--- src/rtl/cpu_core.sv ---
// Single-cycle 32-bit MIPS-style execution core: decode, 32x32 register file,
// ALU and write-back on the rising clock edge. No fetch, PC or data memory.
module cpu_core (
  input  logic        clk,
  input  logic        reset,
  input  logic [31:0] Inst,
  input  logic [4:0]  dbg_addr,
  output logic [31:0] dbg_data
);

  typedef enum logic [3:0] {
    ALU_ADD, ALU_SUB, ALU_AND, ALU_OR, ALU_XOR, ALU_NOR,
    ALU_SLT, ALU_SLTU, ALU_SLL, ALU_SRL, ALU_SRA
  } alu_op_e;

  logic [31:0] regs_q [32];

  logic [5:0]  op, funct;
  logic [4:0]  rs, rt, rd, shamt;
  logic [15:0] imm;
  logic [31:0] rs_val, rt_val, opb, imm_sext, imm_zext;
  logic [31:0] wdata_d;
  logic [4:0]  waddr_d;
  logic        we_d;
  alu_op_e     alu_op;

  assign op       = Inst[31:26];
  assign rs       = Inst[25:21];
  assign rt       = Inst[20:16];
  assign rd       = Inst[15:11];
  assign shamt    = Inst[10:6];
  assign funct    = Inst[5:0];
  assign imm      = Inst[15:0];
  assign imm_sext = {{16{imm[15]}}, imm};
  assign imm_zext = {16'h0000, imm};

  assign rs_val   = (rs == 5'd0) ? '0 : regs_q[rs];
  assign rt_val   = (rt == 5'd0) ? '0 : regs_q[rt];
  assign dbg_data = (dbg_addr == 5'd0) ? '0 : regs_q[dbg_addr];

  // Unlisted opcode/funct (including any X-bearing pattern) falls to the
  // default arms and leaves we_d low, so nothing is written.
  always_comb begin
    we_d    = 1'b0;
    waddr_d = rd;
    alu_op  = ALU_ADD;
    opb     = rt_val;
    case (op)
      6'b000000: begin
        we_d = 1'b1;
        case (funct)
          6'b100000: alu_op = ALU_ADD;
          6'b100010: alu_op = ALU_SUB;
          6'b100100: alu_op = ALU_AND;
          6'b100101: alu_op = ALU_OR;
          6'b100110: alu_op = ALU_XOR;
          6'b100111: alu_op = ALU_NOR;
          6'b101010: alu_op = ALU_SLT;
          6'b101011: alu_op = ALU_SLTU;
          6'b000000: alu_op = ALU_SLL;
          6'b000010: alu_op = ALU_SRL;
          6'b000011: alu_op = ALU_SRA;
          default:   we_d   = 1'b0;
        endcase
      end
      6'b010000: begin we_d = 1'b1; waddr_d = rt; alu_op = ALU_ADD; opb = imm_sext; end
      6'b010001: begin we_d = 1'b1; waddr_d = rt; alu_op = ALU_AND; opb = imm_zext; end
      6'b010010: begin we_d = 1'b1; waddr_d = rt; alu_op = ALU_OR;  opb = imm_zext; end
      6'b010011: begin we_d = 1'b1; waddr_d = rt; alu_op = ALU_SLT; opb = imm_sext; end
      default:   we_d = 1'b0;
    endcase
  end

  always_comb begin
    wdata_d = '0;
    case (alu_op)
      ALU_ADD:  wdata_d = rs_val + opb;
      ALU_SUB:  wdata_d = rs_val - opb;
      ALU_AND:  wdata_d = rs_val & opb;
      ALU_OR:   wdata_d = rs_val | opb;
      ALU_XOR:  wdata_d = rs_val ^ opb;
      ALU_NOR:  wdata_d = ~(rs_val | opb);
      ALU_SLT:  wdata_d = {31'b0, $signed(rs_val) < $signed(opb)};
      ALU_SLTU: wdata_d = {31'b0, rs_val < opb};
      ALU_SLL:  wdata_d = rt_val << shamt;
      ALU_SRL:  wdata_d = rt_val >> shamt;
      ALU_SRA:  wdata_d = $unsigned($signed(rt_val) >>> shamt);
      default:  wdata_d = '0;
    endcase
  end

  always_ff @(posedge clk or posedge reset) begin
    if (reset) begin
      for (int unsigned i = 0; i < 32; i++) regs_q[i] <= '0;
    end else if (we_d && (waddr_d != 5'd0)) begin
      regs_q[waddr_d] <= wdata_d;
    end
  end

endmodule

--- config.mk ---
export PLATFORM = sky130hd
export DESIGN_NAME = cpu_core
export DESIGN_NICKNAME = d
export VERILOG_FILES = /design/src/rtl/cpu_core.sv
export SDC_FILE = /design/constraint.sdc
export NUM_CORES = 2
export LEC_CHECK = 0
export BUFFER_PORTS_ARGS = -buffer_cell sky130_fd_sc_hd__buf_2
export CAP_MARGIN = 10
export CORE_ASPECT_RATIO = 1.4
export CORE_MARGIN = 2
export CORE_UTILIZATION = 48
export CTS_CLUSTER_DIAMETER = 80
export DETAILED_ROUTE_END_ITERATION = 10
export PLACE_DENSITY = 0.66
export SYNTH_ARGS = -nofsm -noshare
export SYNTH_HDL_FRONTEND = slang
export SYNTH_SLANG_ARGS = --single-unit
--- constraint.sdc ---
create_clock -name clk -period 31.9 [get_ports clk]
set_input_delay 1.595 -clock clk [delete_from_list [all_inputs] [get_ports clk]]
set_output_delay 1.595 -clock clk [all_outputs]
set_load 0.05 [all_outputs]
* Word-level counts from Yosys, hierarchy flattened
Index checks and enable logic that the tools add are counted.
Cells by class: $add $sub $neg 2, magnitude comparators 7, eq/ne operators 24, shift operators 3, mux-type cells 22, bitwise gates (word level) 8, reduce and logical (&&, ||, !) cells 13
Operators by type and width (number):
- $bwmux 1024 | 1
- $bmux 32 s5 | 3
- $pmux 32 s11 | 1
- $mux 32 | 10
- $demux 32 s5 | 1
- $lt 32x32->1 | 2
- $pmux 32 s2 | 1
- $eq 6x6->1 const B | 8
- $pmux 4 s10 | 1
- $add 32x32->32 | 1
- $and 32x32->32 | 1
- $not 32->32 | 1
- $or 32x32->32 | 1
- $shl 32x5->32 | 1
- $shr 32x5->32 | 1
- $sshr 32x5->32 | 1
- $sub 32x32->32 | 1
- $xor 32x32->32 | 1
- $eq 6x5->1 const B | 4
- $ge 6x6->1 const B | 4
- $not 5->6 | 4
- $eq 4x3->1 const B | 4
- $pmux 4 s4 | 1
- $logic_not 5->1 | 3
- 15 further kinds | 22
Word-level totals: flip-flop bits (word level) 1024, input bits 39, output and inout bits 32, word-level logic and storage cells 111

* Logic depth before layout (Yosys ltp)
depth after elaboration 10, gate-level depth with buffers 27

* Worst setup path after synthesis
No wires, ideal clock.
kind in2reg, from input Inst[21], to register regs_q[123] (netlist name), setup time 0.125 ns, arrival time 7.216 ns, data required time 31.775 ns, setup slack 24.559 ns, stages 22, path buffers 6, path through clkbuf_1 -> clkbuf_1 -> buf_1 -> clkbuf_1 -> mux4_2 -> mux4_2 -> nand2_1 -> a21o_1 -> inv_1 -> ha_1 -> clkbuf_1 -> nor2b_1 -> or4_1 -> o21a_1 -> nand4_1 -> a21oi_1 -> or4_1 -> nand3_1 -> mux2i_1 -> o2111ai_1 -> clkbuf_1 -> mux2_2
Between the ends: cells in the longest elaborated chain, start to end 9, elaborated cells on any way between the ends 14
RTL lines:
- start: declaration | line 6 | input logic [31:0] Inst,
- $not 5->6 (implied by the code) | line 37 | assign rs_val = (rs == 5'd0) ? '0 : regs_q[rs];
- $bmux 32 s5 | line 37
- $mux 32 (implied by the code) (2 in series) | line 37
- $mux 32 (*) | line 37
- branches (longest 2 deep; another with $sub 32x32->32)
- $pmux 32 s11 (*) | line 76 | case (alu_op)
- $bwmux 1024 (*) | line 96 | regs_q[waddr_d] <= wdata_d;
- end signal: indexed assignment | line 96
- end: declaration | line 16 | logic [31:0] regs_q [32];
Mark *: on every way between the ends. The select of a mux whose other input is x is not followed. A chain may end at the register's enable or synchronous reset.

* Worst setup path in the final report
from input Inst[18], to register regs_q[635] (netlist name)
Between the ends: cells in the longest elaborated chain, start to end 10, elaborated cells on any way between the ends 27
RTL lines:
- branches (longest 10 deep; another with $sub 32x32->32)
Parallel ways; which one is timed is not known. The select of a mux whose other input is x is not followed.

==> results.cfg <==
[status]
status = finished, final reports clean

[critical_path]
reg2reg_slack_ns = 25.33
worstPathArrival_ns = 9.78
crit_path_max_fanout = 65
critPathRequiredTime_ns = 32.56
critical_path_class = input pin to register
r2r_end = regs_q[635]
end_kind = register
reg2reg_depth = 17
critPathLaunchType = input pin
rr_startpoint = regs_q[56]

[power]
power_leakage_nw = 34.1
peakVddDrop_mv = 0.0471
p_per_area_nw_per_um2 = 45.9
power.total_w = 0.00370

[global_routing]
gr-usage-met1_pct = 51.9
grt_pass1_vias = 63600
antenna_found_initial = 23
grt-busiest-layer = met2
grt_use_met3_pct = 12.6
globalRouteTotalUtil_pct = 43.5
grt_overflow = 0
use_met2_pct = 64.1
grt_pass1_wl_um = 488000
grt_max_degree = 182

[clock_tree]
cts_buffers = 103
cts_tree = yes
cts_sinks = 1024
ctsRootBufferMaster = clkbuf_16
holdBufCountCts = 0
cts_buffer_depth = 3
post-cts-setup-buffer-count = 0
post_cts_resized = 0
cts-htree-levels = 3
clock_latency_ns = 0.81
path_clk_slew_ns = 0.07

[timing]
skew_ns = 0.0821
worstMarginPinSlew_ns = 1.37
clock.fmax_ghz = 0.110
setup_viol = 0
rsz0062_at_grt = false
fin_crit_ns = 9.12
maxSlewViolCount = 0
final.setup.worst_slack_ns = 22.78
finalCritPeriodShare_pct = 28.6
finalHoldViolCount = 0
max_slew_margin_pct = 8.46
setup_tns_ns = 0

[yosys]
syn_inst = 6807
synth_xor_area_share_pct = 0.188
yosys.area.top_type = dfrtp_1
synthMuxAreaShare_pct = 35.1
syn-cell-area_um2 = 74500
avgSynthCellArea_um2 = 10.9
synthArstFlopShare_pct = 100
synth_top_area_share_pct = 34.4
ys_ff_latch = 1024
yosysWarnings = 0
synth.area.top_cells = dfrtp_1, mux4_2, mux2_2
synthFlopType = dfrtp_1
synth_nets = 6951
synth_cell_type_count = 114
synth_edf_count = 0
synth_compound_area_share_pct = 14.1
synthSimpleGateAreaFrac_pct = 9.61
ys_top_cells_by_count = dfrtp_1, mux4_2, nor2_1
synthAdderAreaFrac_pct = 1.78
ys_seq_area_share_pct = 34.4
synth_top_family_by_area = multiplexers
yosysMostFrequentCell = dfrtp_1

[finish]
drive_above_1_share_pct = 27.9
fillers = 13500
area_growth_pct = 8.15
nNetsFinal = 6636
top_register = regs_q
largestRegisters = regs_q: 1024 flops
largest_reg_flops = 1024

[worst_hold_path]
min_from = regs_q[1000]
hp-class = register to register
min_to = regs_q[1000]
worstHoldPathCells = 0

[route]
drt_wl_total_um = 345000
antenna_left = 0
wl_per_cell_um = 39.9
drc = 0
vias = 64800
vias_per_cell = 7.48
drtPass1Iterations = 9
detail_route.iter0.violations = 9572

[floorplan]
die_h_um = 470
core_area_um2 = 155000
die_w_um = 337
die-area_um2 = 158000
start_util_pct = 48.1
ios = 71
fp-row-count = 171

[placement]
dp_hpwl_um = 233000
place_ws_ns = 21.64
io_buffers = 70
gp_congestion = 1.06

[run]
drv_cap = 0
-- cell type report --
class	count	area, um2	area share [%]
inverter	106	405	0.503
clock inverter	58	833	1.03
antenna	9	22.5	0.0280
clock buffer	135	2890	3.59
sequential	1024	25600	31.8
timing repair buffer	295	2260	2.81
tap	2076	2600	3.22
multi-input combinational	4962	45900	57.0
-- logic make-up (layout without fill, tap and decap cells) --
logic type / after synthesis / count (layout)
muxes: 1628 / 1628
DFF: 1024 / 1024
buffers and inverters: 821 / 594
AOI/OAI and AO/OA: 1610 / 1610
and+or+nand+nor: 1603 / 1603
adders and majority gates: 105 / 105
xor gates and xnor gates: 16 / 16
other: 0 / 9
-- layer usage --
metal,wire length (um),vias to the layer above
met5,158,-
li1,-,25500
met2,151000,4914
met3,39100,1541
met1,118000,32900
met4,37900,24
-- worst max-delay path by stage --
stage                        start     endpoint  slack [ns]  cells past startpoint
after floorplan              reset    regs_q[0]        1.49                      1
after global placement    Inst[21]  regs_q[697]       21.81                     19
after detailed placement  Inst[21]   regs_q[89]       21.64                     19
after CTS                 Inst[21]  regs_q[857]       22.43                     19
after global routing      Inst[21]  regs_q[635]       22.37                     20
final                     Inst[18]  regs_q[635]       22.78                     22
-- layout by cell type, fill, tap and decap left out, drive strengths merged, types with 44 or more instances in the layout --
master | synthesis | layout
a211oi | 57 | 57
a21oi | 412 | 412
a22oi | 181 | 181
a31oi | 136 | 136
and2 | 46 | 46
buf | 245 | 294
clkbuf | 470 | 136
dfrtp | 1024 | 1024
ha | 103 | 103
inv | 104 | 110
mux2 | 493 | 493
mux2i | 408 | 408
mux4 | 727 | 727
nand2 | 484 | 484
nand2b | 58 | 58
nand3 | 89 | 89
nor2 | 660 | 660
nor3 | 76 | 76
o2111ai | 44 | 44
o21ai | 339 | 339
o22ai | 52 | 52
-- report_power, final --
group	switching, W	internal, W
clock	0.000585	0.000767
sequential	0.0000862	0.00137
combinational	0.000573	0.000314
-- metrics by stage --
step                util [%]  cell area, um2  hold WS (ns)  instances
floorplan                  -           74500         0.441       6807
global placement        49.6           76700         0.383       8459
detailed placement      49.6           76700         0.385       8460
CTS                     52.0           80500         0.399       8653
global route            52.1           80500         0.413       8658
finish                  52.1           80500         0.400       8665
-- critical path, stage by stage --
cell       delay (ns)
buf_8            0.43
buf_4            0.83
buf_4            0.81
mux2i_1          0.21
a22oi_1          0.25
a21oi_1          0.10
or4_4            0.72
nor2_1           0.16
nor2_1           0.06
nor2_1           0.30
inv_1            0.15
ha_1             0.29
nor4_1           0.30
a2bb2oi_1        0.13
a221oi_1         0.41
nor3_1           0.17
or4_1            0.61
nand3_1          0.14
mux2i_1          0.90
o2111ai_2        0.23
buf_4            0.29
mux2_2           0.31
Note: power is estimated with default switching activity, not from simulation.
